$ cat src/rtl/curtain_ctrl_if.sv
// Signal bundle between the ADC/operator side and the curtain motion controller.
// The master drives samples and switches; the slave drives the coil bus and status.
interface curtain_ctrl_if;
  logic [7:0]  adc_data;
  logic        adc_valid;
  logic [3:0]  sw;
  logic [3:0]  bus;
  logic [11:0] pos;
  logic        busy;
  logic        at_open;
  logic        at_closed;

  modport master (
    output adc_data, adc_valid, sw,
    input  bus, pos, busy, at_open, at_closed
  );

  modport slave (
    input  adc_data, adc_valid, sw,
    output bus, pos, busy, at_open, at_closed
  );
endinterface

$ cat src/rtl/curtain_ctrl.sv
// Light-driven curtain motion controller: debounces ADC light classes, runs a
// 4-phase stepper between the open (0) and closed (POS_MAX) limits.
module curtain_ctrl #(
  parameter int STEP_DIV = 50000,
  parameter int POS_MAX  = 2048,
  parameter int TH_LO    = 64,
  parameter int TH_HI    = 192,
  parameter int SETTLE   = 4
) (
  input  logic           clk,
  input  logic           rst,
  curtain_ctrl_if.slave  cif
);

  typedef enum logic [1:0] {IDLE, OPEN_RUN, CLOSE_RUN} state_t;
  typedef enum logic [1:0] {CL_MID, CL_DARK, CL_BRIGHT} class_t;

  localparam int               DIV_W   = $clog2(STEP_DIV);
  localparam int               CNT_W   = $clog2(SETTLE + 1);
  localparam logic [11:0]      POS_TOP = 12'(POS_MAX);
  localparam logic [DIV_W-1:0] DIV_TOP = DIV_W'(STEP_DIV - 1);
  localparam logic [CNT_W-1:0] CNT_TOP = CNT_W'(SETTLE);
  localparam logic [7:0]       LO_B    = 8'(TH_LO);
  localparam logic [7:0]       HI_B    = 8'(TH_HI);

  state_t           state;
  class_t           last_class;
  class_t           sample_class;
  logic [CNT_W-1:0] settle_cnt;
  logic [1:0]       phase;
  logic [DIV_W-1:0] div;
  logic             run_manual;
  logic [11:0]      pos_q;
  logic [3:0]       bus_q;

  logic cmd_open, cmd_close, run_close, keep_cmd, opposite_cmd, at_limit;
  logic stop_run, tick, settled;

  function automatic logic [3:0] phase_bus(input logic [1:0] p);
    return 4'b0001 << p;
  endfunction

  // NOTE: every always_comb output gets a default first so no latch is inferred.
  always_comb begin
    sample_class = CL_MID;
    if (cif.adc_data > HI_B)      sample_class = CL_BRIGHT;
    else if (cif.adc_data < LO_B) sample_class = CL_DARK;
  end

  // Commands come from registered class state and the live switches only.
  assign settled   = (settle_cnt == CNT_TOP);
  assign cmd_close = cif.sw[0] ? (cif.sw[2] & ~cif.sw[1])
                               : (settled && last_class == CL_BRIGHT);
  assign cmd_open  = cif.sw[0] ? (cif.sw[1] & ~cif.sw[2])
                               : (settled && last_class == CL_DARK);

  assign run_close    = (state == CLOSE_RUN);
  assign keep_cmd     = run_close ? cmd_close : cmd_open;
  assign opposite_cmd = run_close ? cmd_open  : cmd_close;
  assign at_limit     = run_close ? (pos_q == POS_TOP) : (pos_q == 12'd0);
  assign stop_run     = at_limit | cif.sw[3] | (cif.sw[0] != run_manual)
                      | (cif.sw[0] & ~keep_cmd) | opposite_cmd;
  assign tick         = (div == DIV_TOP);

  // NOTE: all state is updated with non-blocking assignments so every branch
  // reads the pre-edge values regardless of statement order.
  always_ff @(posedge clk) begin
    if (rst) begin
      state      <= IDLE;
      last_class <= CL_MID;
      settle_cnt <= '0;
      phase      <= 2'd0;
      div        <= '0;
      run_manual <= 1'b0;
      pos_q      <= 12'd0;
      bus_q      <= 4'b0000;
    end else begin
      if (cif.adc_valid) begin
        if (sample_class == last_class) begin
          if (!settled) settle_cnt <= settle_cnt + CNT_W'(1);
        end else begin
          last_class <= sample_class;
          settle_cnt <= CNT_W'(1);
        end
      end

      case (state)
        IDLE: begin
          bus_q <= 4'b0000;
          div   <= '0;
          if (!cif.sw[3] && cmd_close && pos_q != POS_TOP) begin
            state      <= CLOSE_RUN;
            run_manual <= cif.sw[0];
            bus_q      <= phase_bus(phase);
          end else if (!cif.sw[3] && cmd_open && pos_q != 12'd0) begin
            state      <= OPEN_RUN;
            run_manual <= cif.sw[0];
            bus_q      <= phase_bus(phase);
          end
        end
        default: begin
          // An abort wins over a coincident tick, so a stop freezes pos.
          if (stop_run) begin
            state <= IDLE;
            bus_q <= 4'b0000;
          end else if (tick) begin
            div <= '0;
            if (run_close) begin
              phase <= phase + 2'd1;
              pos_q <= pos_q + 12'd1;
              bus_q <= phase_bus(phase + 2'd1);
            end else begin
              phase <= phase - 2'd1;
              pos_q <= pos_q - 12'd1;
              bus_q <= phase_bus(phase - 2'd1);
            end
          end else begin
            div <= div + DIV_W'(1);
          end
        end
      endcase
    end
  end

  assign cif.bus       = bus_q;
  assign cif.pos       = pos_q;
  assign cif.busy      = (state != IDLE);
  assign cif.at_open   = (pos_q == 12'd0);
  assign cif.at_closed = (pos_q == POS_TOP);

endmodule

$ cat src/flat_wrapper.sv
// flat-port wrapper written by rule: the top's interface ports become plain ports
module curtain_ctrl_flat 
#(
  parameter int STEP_DIV = 50000,
  parameter int POS_MAX  = 2048,
  parameter int TH_LO    = 64,
  parameter int TH_HI    = 192,
  parameter int SETTLE   = 4
)
  (clk, rst, cif_adc_data, cif_adc_valid, cif_sw, cif_bus, cif_pos, cif_busy, cif_at_open, cif_at_closed);
  curtain_ctrl_if cif_i ();
  input  logic clk;
  input  logic rst;
  input wire logic [$bits(cif_i.adc_data)-1:0] cif_adc_data;
  input wire logic [$bits(cif_i.adc_valid)-1:0] cif_adc_valid;
  input wire logic [$bits(cif_i.sw)-1:0] cif_sw;
  output wire logic [$bits(cif_i.bus)-1:0] cif_bus;
  output wire logic [$bits(cif_i.pos)-1:0] cif_pos;
  output wire logic [$bits(cif_i.busy)-1:0] cif_busy;
  output wire logic [$bits(cif_i.at_open)-1:0] cif_at_open;
  output wire logic [$bits(cif_i.at_closed)-1:0] cif_at_closed;
  assign cif_i.adc_data = cif_adc_data;
  assign cif_i.adc_valid = cif_adc_valid;
  assign cif_i.sw = cif_sw;
  assign cif_bus = cif_i.bus;
  assign cif_pos = cif_i.pos;
  assign cif_busy = cif_i.busy;
  assign cif_at_open = cif_i.at_open;
  assign cif_at_closed = cif_i.at_closed;
  curtain_ctrl #(.STEP_DIV(STEP_DIV), .POS_MAX(POS_MAX), .TH_LO(TH_LO), .TH_HI(TH_HI), .SETTLE(SETTLE)) u_core (.clk(clk), .rst(rst), .cif(cif_i));
endmodule
$ cat config.mk
export PLATFORM = sky130hd
export DESIGN_NAME = curtain_ctrl_flat
export DESIGN_NICKNAME = d
export VERILOG_FILES = /design/src/rtl/curtain_ctrl_if.sv /design/src/rtl/curtain_ctrl.sv /design/src/flat_wrapper.sv
export SDC_FILE = /design/constraint.sdc
export NUM_CORES = 1
export LEC_CHECK = 0
export ABC_AREA = 1
export BUFFER_PORTS_ARGS = -buffer_cell sky130_fd_sc_hd__buf_2
export CORE_ASPECT_RATIO = 1.75
export CORE_UTILIZATION = 47
export CTS_CLUSTER_DIAMETER = 60
export DETAILED_ROUTE_END_ITERATION = 8
export PLACE_DENSITY = 0.66
export SYNTH_ARGS = -nofsm -noshare
export SYNTH_HDL_FRONTEND = slang
export SYNTH_SLANG_ARGS = --single-unit
$ cat constraint.sdc
create_clock -name clk -period 2.2 [get_ports clk]
set_clock_uncertainty 0.15 [all_clocks]
set_input_delay 0.11 -clock clk [delete_from_list [all_inputs] [get_ports clk]]
set_output_delay 0.11 -clock clk [all_outputs]
set_load 0.05 [all_outputs]
; Word-level counts from Yosys, hierarchy flattened
; Index checks and enable logic that the tools add are counted.
[totals]
out_inout_bits = 19
regBits = 42
input_bits = 15
elab_cells = 87
[op_classes]
reduce_logical = 20
n_addsub = 6
magnitude_cmp = 2
mux = 24
eq_ne = 11
bitwise = 13
shift = 3
[op_table]
columns = op, count
row1 = two-way mux 4 bit, 6
row2 = adder 16 x 1 -> 16 bit (second input constant), 1
row3 = == test 16 bit (second input constant), 1
row4 = two-way mux 16 bit, 1
row5 = adder 12 x 1 -> 12 bit (second input constant), 1
row6 = == test 12 bit (second input constant), 1
row7 = zero test 12 bit, 1
row8 = two-way mux 12 bit, 1
row9 = two-way mux 2 bit, 6
row10 = != test 12 bit (second input constant), 1
row11 = nonzero test 12 bit, 1
row12 = << shifter 1 x 2 -> 4 bit (first input constant), 3
row13 = subtractor 12 x 1 -> 12 bit (second input constant), 1
row14 = > comparator 8 bit (second input constant), 1
row15 = less-than comparator 8 x 7 -> 1 bit (second input constant), 1
row16 = two-way mux 1 bit, 8
row17 = AND reduction 2 bit, 4
row18 = logical AND 1 bit, 6
row19 = two-way mux 3 bit, 2
row20 = NOT 1 bit, 6
row21 = nonzero test 2 bit, 3
row22 = == test 2 bit (second input constant), 2
row23 = bitwise OR 1 bit, 4
row24 = adder 3 x 1 -> 3 bit (second input constant), 1
row25 = other kinds (14), 16

; Depth between registers and ports, before layout
; Gate-level depths: netlist of the first run.
[logic_depth]
depth_word = 10
ltp_mapped = 17

; Worst setup path before layout of the first run
; Ideal clock, no wire load.
[synth_path]
path_kind = register -> register
start = register u_core.pos_q[9], in the netlist u_core.cif.pos[9]
end = register u_core.bus_q[0], in the netlist u_core.cif.bus[0]
n_path_buf = 1
stages_incl_launch_ff = 13
period_less_slack_ns = 2.063
t_required_ns = 1.932
setup_ns = 0.118
arrival_ns = 1.795
slack_ns = 0.137
cell_sequence = dfxtp_1 -> inv_1 -> nand3_1 -> nor2_1 -> nand2_1 -> nand2_1 -> nand2_1 -> nand3_2 -> nor2_4 -> buf_12 -> nand2_1 -> o21ai_0 -> nor2_1
[synth_between]
elab_chain_cells = 8
word_cells_on_any_way = 16
cone_classes = eq/ne: 2 / mux: 5 / bitwise: 4 / reduce/logical: 5
[synth_rtl]
columns = element, line_no
row1 = from (decl), curtain_ctrl.sv:33  ; logic [11:0] pos_q;
row2 = from (signal assigned), curtain_ctrl.sv:110  ; pos_q <= pos_q + 12'd1;
row3 = from (signal assigned), curtain_ctrl.sv:114  ; pos_q <= pos_q - 12'd1;
row4 = == test 12 bit or zero test 12 bit (tied branches), curtain_ctrl.sv:60  ; assign at_limit = run_close ? (pos_q == POS_TOP) : (pos_q == 12'd0);
row5 = two-way mux 1 bit, curtain_ctrl.sv:60
row6 = bitwise OR 1 bit (2 in series), curtain_ctrl.sv:61  ; assign stop_run = at_limit | cif.sw[3] | (cif.sw[0] != run_manual)
row7 = bitwise OR 1 bit (2 in series), curtain_ctrl.sv:62  ; | (cif.sw[0] & ~keep_cmd) | opposite_cmd;
row8 = two-way mux 4 bit, curtain_ctrl.sv:103  ; if (stop_run) begin
row9 = two-way mux 4 bit, curtain_ctrl.sv:87  ; case (state)
row10 = to (signal assigned), curtain_ctrl.sv:94  ; bus_q <= phase_bus(phase);
row11 = to (signal assigned), curtain_ctrl.sv:98  ; bus_q <= phase_bus(phase);
row12 = to (signal assigned), curtain_ctrl.sv:111  ; bus_q <= phase_bus(phase + 2'd1);
row13 = to (decl), curtain_ctrl.sv:34  ; logic [3:0] bus_q;
; Several ways; a longest one is shown, not always the timed one.
; A chain may end at the register's enable or synchronous reset.

; Final worst setup path of the first run
[layout_path]
start = register u_core.state[0]
end = register u_core.pos_q[10], in the netlist u_core.cif.pos[10]
[layout_between]
elab_chain_cells = 8
word_cells_on_any_way = 15
cone_classes = eq/ne: 1 / mux: 4 / bitwise: 8 / reduce/logical: 2
[layout_rtl]
columns = element, line_no
row1 = from (decl), curtain_ctrl.sv:26  ; state_t state;
row2 = from (signal assigned), curtain_ctrl.sv:69  ; state <= IDLE;
row3 = from (signal assigned), curtain_ctrl.sv:92  ; state <= CLOSE_RUN;
row4 = from (signal assigned), curtain_ctrl.sv:96  ; state <= OPEN_RUN;
row5 = == test 2 bit, curtain_ctrl.sv:57  ; assign run_close = (state == CLOSE_RUN);
row6 = "two-way mux 1 bit, on equally long branches", "curtain_ctrl.sv:60, curtain_ctrl.sv:58"
row7 = bitwise OR 1 bit or NOT 1 bit (tied branches), "curtain_ctrl.sv:61, curtain_ctrl.sv:62"
row8 = bitwise OR 1 bit or bitwise AND 1 bit (tied branches), "curtain_ctrl.sv:61, curtain_ctrl.sv:62"
row9 = bitwise OR 1 bit (2 in series), curtain_ctrl.sv:62
row10 = NOT 1 bit (no source line), n/a
row11 = AND reduction 3 bit (no source line), n/a
; Several ways; a longest one is shown, not always the timed one.

==> impl_metrics.toml, run 1 <==
[floorplan]
die_w_um = 63.03
die_area_um2 = 6856
dieHeight_um = 108.8
rows = 38
num_io_pins = 34
start_util_pct = 49.18
core_um2 = 6228

[power]
power_frac_clock_pct = 35.9
p_switching_uw = 383.6
seqPwrFrac_pct = 52.3
power.internal_uw = 1096
ir_drop_mv = 0.4087
switching_share_pct = 25.92
p_per_area_nw_per_um2 = 379.2
p_comb_share_pct = 11.9
power_leakage_uw = 0.001826

[route]
first_pass_iters = 4
detail_route.vias_per_cell = 5.278
drc = 0
dr.first_iter.drc_count = 180
routed_wl_um = 8553
ant_nets = 0
num_vias = 3336
wl_per_cell_um = 13.53

[sta]
worst_pin_slew_ns = 0.5922
max_slew_margin_pct = 60.48
finalHoldViolations = 0
period_share_pct = 95.61
setup_slack_ns = 0.09665
period_needed_ns = 2.103
setup_viol_count_final = 0
finalMaxSlewViolations = 0
fmax_mhz = 475.4
rsz0062_at_grt = "yes"

[clocking]
clk-insertion-delay-late_ns = 0.30
cts-buffers-inserted = 5
cts-htree-levels = 2
cts_root_buf = "clkbuf_8"
clock_path_buffers = 2
cts_sinks = 42
clk_pin_slew_ns = 0.09
tritoncts = "done"

[placement]
place.gp.congestion = 0.9275
post-place-ws_ns = -0.1484
port_buffers = 33
place_hpwl_um = 6272
dp.cells = 600

[logic_synthesis]
ys_seq_elements = 42
ys_seq_area_share_pct = 27.45
yosysWarnings = 0
ys_types = 39
netlist_instances = 478
synth_area_per_cell_um2 = 6.408
synth_nets = 511
netlist_area_um2 = 3063

[setup_path]
end_kind = "flip-flop"
crit_path_start_kind = "flip-flop"
crit_arrival_ns = 2.15
crit_type = "reg -> reg"
critPathMaxFanout = 8
critical_path_required_ns = 2.25

[global_routing]
grt-ovfl-total = 0
grt_use_total_pct = 24.80
busiest_layer = "met2"
grt.met2_usage_pct = 49.69
grtUsageMet1_pct = 23.08
antenna_found_initial = 0
grt_pass1_vias = 3164
grt_pass1_wl_um = 13460
grt_start_max_net_pins = 19
grtUsageMet3_pct = 3.661

[run]
cap_violations = 0

[finish]
fin_cells = 632
final_common_cell = "nand2_1"
mostFrequentLayoutCells = "nand2_1, inv_1, nor2_1"
antenna_cells = 0
area_growth_syn_to_layout_pct = 27.41
nets = 584
drive_gt1_share_pct = 21.56

[status]
outcome = "completed"

[min_path]
hold_path_class = "in -> reg"
[state kept, by name, summed over array words and instances (netlist names)]
signal             count
u_core.last_class      2
u_core.state           2
u_core.cif.bus         4
u_core.settle_cnt      3
u_core.run_manual      1
u_core.phase           2
u_core.div            16
u_core.cif.pos        12
[critical path, stage by stage (launching register included)]
cell,delay [ns]
dfxtp_2,0.34
inv_1,0.09
nand2_4,0.11
buf_8,0.17
ha_4,0.25
a21oi_4,0.15
nor2_1,0.06
a211oi_2,0.17
nand3_1,0.16
xor2_1,0.16
nor2_1,0.13
nor2_1,0.06
[routing by layer]
| layer | part of all wire [%] | vias to the layer above | routed length (um) |
|---|---|---|---|
| li1 | - | 1702 | - |
| met1 | 36 | 1532 | 3118 |
| met2 | 56 | 68 | 4824 |
| met3 | 2.5 | 34 | 211 |
| met4 | 4.7 | 0 | 400 |
| met5 | 0 | - | 0 |
[cells in the mapped netlist, drive strengths merged]
master / n / area (um2)
nand2: 109 / 421.7
inv: 71 / 274.0
nor2: 71 / 279.0
nand3: 43 / 230.2
dfxtp: 42 / 840.8
a21oi: 32 / 163.9
nand4: 29 / 181.4
ha: 17 / 212.7
o21ai: 13 / 65.06
nor3: 11 / 60.06
xor2: 10 / 87.58
buf: 8 / 77.57
xnor2: 5 / 43.79
nor4: 3 / 18.77
a21o: 2 / 15.01
or2: 2 / 12.52
a211oi: 1 / 7.510
a31o: 1 / 8.760
a31oi: 1 / 6.260
and2: 1 / 6.260
clkbuf: 1 / 3.750
clkinv: 1 / 3.750
fa: 1 / 20.02
nand3b: 1 / 7.510
o211ai: 1 / 7.510
o21bai: 1 / 7.510
[power groups by stage]
stage	Clock (uW)	Combinational (uW)	Sequential [uW]
2_1_floorplan	0	94.0	791
3_3_place_gp	0	135	790
3_5_place_dp	0	138	790
4_1_cts	538	152	773
5_1_grt	569	196	774
6_report	531	176	773
[kinds of logic after synthesis]
| kind of cell | after synthesis | share of synthesized area (%) |
|---|---|---|
| AOI/OAI and AO/OA | 52 | 9.192 |
| adders and majority gates | 18 | 7.598 |
| xor gates and xnor gates | 15 | 4.289 |
| and+or+nand+nor | 270 | 39.75 |
| buffers and inverters | 81 | 11.72 |
| DFF | 42 | 27.45 |
[stage by stage]
stage | hold slack, ns | util, % | TNS (ns) | total power [uW] | area, um2
2_1_floorplan | 0.05429 | - | 0 | 885.4 | 3063
3_3_place_gp | 0.2452 | 54.50 | -0.1641 | 925.5 | 3395
3_5_place_dp | 0.2493 | 54.50 | -0.3261 | 928.7 | 3395
4_1_cts | 0.05027 | 57.81 | 0 | 1463 | 3601
5_1_grt | 0.06236 | 62.66 | -0.09301 | 1540 | 3902
6_report | 0.04409 | 62.66 | 0 | 1480 | 3902
[layout make-up]
cell class	instances	area, um2
clock buffers	7	86.33
well taps	80	100.1
flip-flops and latches	42	844.6
multi-input cells	356	2021
inverters	72	282.8
clock inverters	1	5.005
fillers	593	2326
repair buffers	74	563.0
[repair_timing]
action                     in CTS  in global routing
hold endpoints to repair       10                  0
gates resized for setup         3                 33
hold buffers                    6                  0
gates cloned                    0                  2
pin swaps                       1                 13
setup buffers                   4                 12
setup endpoints to repair       9                 32
[final timing paths]
path	startpoint	to	slack (ns)	cells after the start
worst max-delay path	u_core.state[0]	u_core.cif.pos[10]	0.1	11
worst min-delay path	cif_sw[3]	u_core.state[0]	0.04	4
worst max register to register	u_core.state[0]	u_core.cif.pos[10]	0.1	11
worst min register to register	u_core.state[0]	u_core.state[0]	0.34	2
No activity file was read; power rests on OpenSTA's default activity.
==> run 2, diff against run 1 <==
Settings changed: ABC_AREA 1 to not set, PLACE_DENSITY 0.66 to 0.67.
==> run 2 against run 1 <==
Against the previous run:
- the run now ends with setup timing left
- utilization rose by 11 points
- sequential share of layout area rose by 1.5 points
- largest power group unchanged
- clock power increased by 14%
- synthesized cell count fell by 36%
- largest cell class unchanged
- combinational power decreased by 24%
- final area decreased by 4.3%
- first-iteration DRC count decreased by 53%
- total power increased by 1.6%
- maximum frequency down 13%
- die area down 17%
- routed wire length fell by 15%
==> impl_metrics.toml, run 2 <==
[clocking]
cts-buffers-inserted = 5
clock_path_buffers = 2
clk-insertion-delay-late_ns = 0.30
cts_root_buf = "clkbuf_8"
tritoncts = "done"
cts-htree-levels = 2
cts_sinks = 42
clk_pin_slew_ns = 0.09

[sta]
finalSetupTns_ns = -4.149
setup_viol_count_final = 35
rsz0062_at_grt = "yes"
finalMaxSlewViolations = 0
max_slew_margin_pct = 63.11
period_needed_ns = 2.430
worst_pin_slew_ns = 0.5513
period_share_pct = 110.5
fmax_mhz = 411.5
finalHoldViolations = 0
setup_slack_ns = -0.2303

[min_path]
hold_path_class = "in -> reg"
whs_path_depth = 4
hold_end = "u_core.last_class[0]"
hold_start = "cif_adc_data[6]"

[setup_path]
reg2reg_to = "u_core.cif.pos[11]"
critical_path_required_ns = 2.28
r2r_slack_ns = -0.23
worstReg2RegStart = "u_core.settle_cnt[1]"
crit_path_cell_trace = "inv_2 -> ha_4 -> and4b_1 -> mux2_4 -> a211oi_4 -> o211ai_2 -> or3_4 -> or3_1 -> a21oi_1"
critPathMaxFanout = 3
cp_slowest_cell = "or3_4"
r2r_cells = 9
crit_arrival_ns = 2.51
max_stage_delay_ns = 0.39
end_kind = "flip-flop"
crit_type = "reg -> reg"
crit_path_start_kind = "flip-flop"

[global_routing]
grt_pass1_wl_um = 11370
antenna_found_initial = 0
grt-ovfl-total = 0
grt_use_total_pct = 25.41
grt_pass1_vias = 2656
grt_start_max_net_pins = 24

[floorplan]
num_io_pins = 34
dieHeight_um = 98.91
start_util_pct = 49.83
die_w_um = 57.38
core_um2 = 5062
rows = 34
die_area_um2 = 5675

[finish]
fin_area_um2 = 3734
final_common_cell = "buf_4"
top_register = "u_core.div"
area_growth_syn_to_layout_pct = 48.02
mostFrequentLayoutCells = "buf_4, nor2_1, buf_2"
nets = 447
largest_reg_flops = 16
n_fill_cell = 384
antenna_cells = 0
fin_cells = 469
fin_util_pct = 73.75
seqCellArea_um2 = 863.3
multiInputGateArea_um2 = 1848
drive_gt1_share_pct = 43.13

[logic_synthesis]
synth_area_per_cell_um2 = 8.297
ys_seq_elements = 42
ys.flop_type = "dfxtp_1"
yosysWarnings = 0
synth_top_area_share_pct = 33.33
synth_edf_count = 0
ys_types = 51
netlist_instances = 304
synthArstFlopShare_pct = 0
synthTopCellsByCount = "nor2_1, dfxtp_1, a21oi_1"
ys_seq_area_share_pct = 33.33
synthTopCellsByArea = "dfxtp_1, ha_1, nor2_1"
synth_top_cell_by_area = "dfxtp_1"
yosysMostFrequentCell = "nor2_1"
synth_nets = 337
netlist_area_um2 = 2522

[power]
p_comb_share_pct = 8.9
seqPwrFrac_pct = 51.0
switching_share_pct = 22.20
ir_drop_mv = 0.3203
p_per_area_nw_per_um2 = 402.8
power_frac_clock_pct = 40.1
power.internal_uw = 1170
p_switching_uw = 333.9
power_leakage_uw = 0.001644

[placement]
dp.cells = 440
postPlaceCellArea_um2 = 3252
port_buffers = 33
place_hpwl_um = 5051
post-place-ws_ns = -0.2601
place.gp.congestion = 0.8852

[route]
detail_route.vias_per_cell = 5.633
routed_wl_um = 7292
drc = 0
wl_per_cell_um = 15.55
ant_nets = 0
num_vias = 2642
first_pass_iters = 4
dr.first_iter.drc_count = 85

[status]
outcome = "complete, but fails checks"
violations = "setup timing"

[run]
cap_violations = 0
-- run 2: cell types whose count changed in the layout (fill, tap and decap cells not counted), sizes merged, moves of 12 or more --
cell,delta
nand2,-95
inv,-55
buf,+40
nand3,-37
nand4,-26
nor2,-24
mux2i,+13
or3,+12
-- run 2: how the worst max path moves through the flow --
stage                         startpoint                 end  slack [ns]  depth (start not counted)
floorplan           u_core.settle_cnt[1]  u_core.cif.pos[11]       -0.21                         10
global placement         u_core.state[0]  u_core.cif.pos[11]       -0.19                          9
detailed placement       u_core.state[0]  u_core.cif.pos[11]       -0.26                          9
CTS                 u_core.settle_cnt[1]  u_core.cif.pos[11]       -0.16                          9
global route        u_core.settle_cnt[1]     u_core.phase[1]       -0.38                         10
finish              u_core.settle_cnt[1]  u_core.cif.pos[11]       -0.23                          9
-- run 2: stage by stage --
stage	hold WS (ns)	power, uW
global route	0.04187	1553
detailed placement	0.2547	896.7
finish	0.02747	1504
global placement	0.2478	893.4
floorplan	0.03276	849.9
CTS	0.02636	1505
-- run 2: routing by layer --
metal,track usage (%),vias to the layer above,part of all wire (%)
li1,-,1309,-
met1,22.55,1252,35
met2,52.15,55,58
met3,3.675,26,2.7
met4,12.01,0,4.1
met5,0,-,0
-- run 2: final cells by class --
type	count	area share, %
Inverter	16	1.609
Tap cell	54	1.810
Sequential cell	42	23.12
Clock buffer	7	2.044
Timing Repair Buffer	111	21.11
Clock inverter	1	0.8043
Multi-Input combinational cell	238	49.50
-- run 2: repair_timing --
item	in CTS	in global routing
gates resized for setup	33	15
cloned	1	2
buffers inserted	12	4
setup endpoints to repair	38	38
hold endpoints to repair	2	0
hold buffers	2	0
pin swaps	25	8
-- run 2: cells by family (layout without fill, tap and decap cells) --
family          Yosys count  count (layout)  synth area share [%]
compound gates           73              73                 19.05
xor+xnor                 19              19                 6.597
fa+ha+maj                18              18                 9.226
buf+inv                  25             135                 4.117
flops                    42              42                 33.33
mux                      14              14                 5.605
simple gates            113             114                 22.07
-- run 2: power by group through the flow --
stage	sequential [uW]	combinational (uW)	clock (uW)
floorplan	786	63.9	0
global placement	784	109	0
detailed placement	785	112	0
CTS	767	128	611
global route	768	147	638
finish	767	134	603
-- run 2: critical path: cells and delay by family (launching register included) --
family	cells	cell delay [ns]
compound gates	3	0.46
fa+ha+maj	1	0.15
buf+inv	1	0.04
flops	1	0.34
mux	1	0.28
simple gates	3	0.94
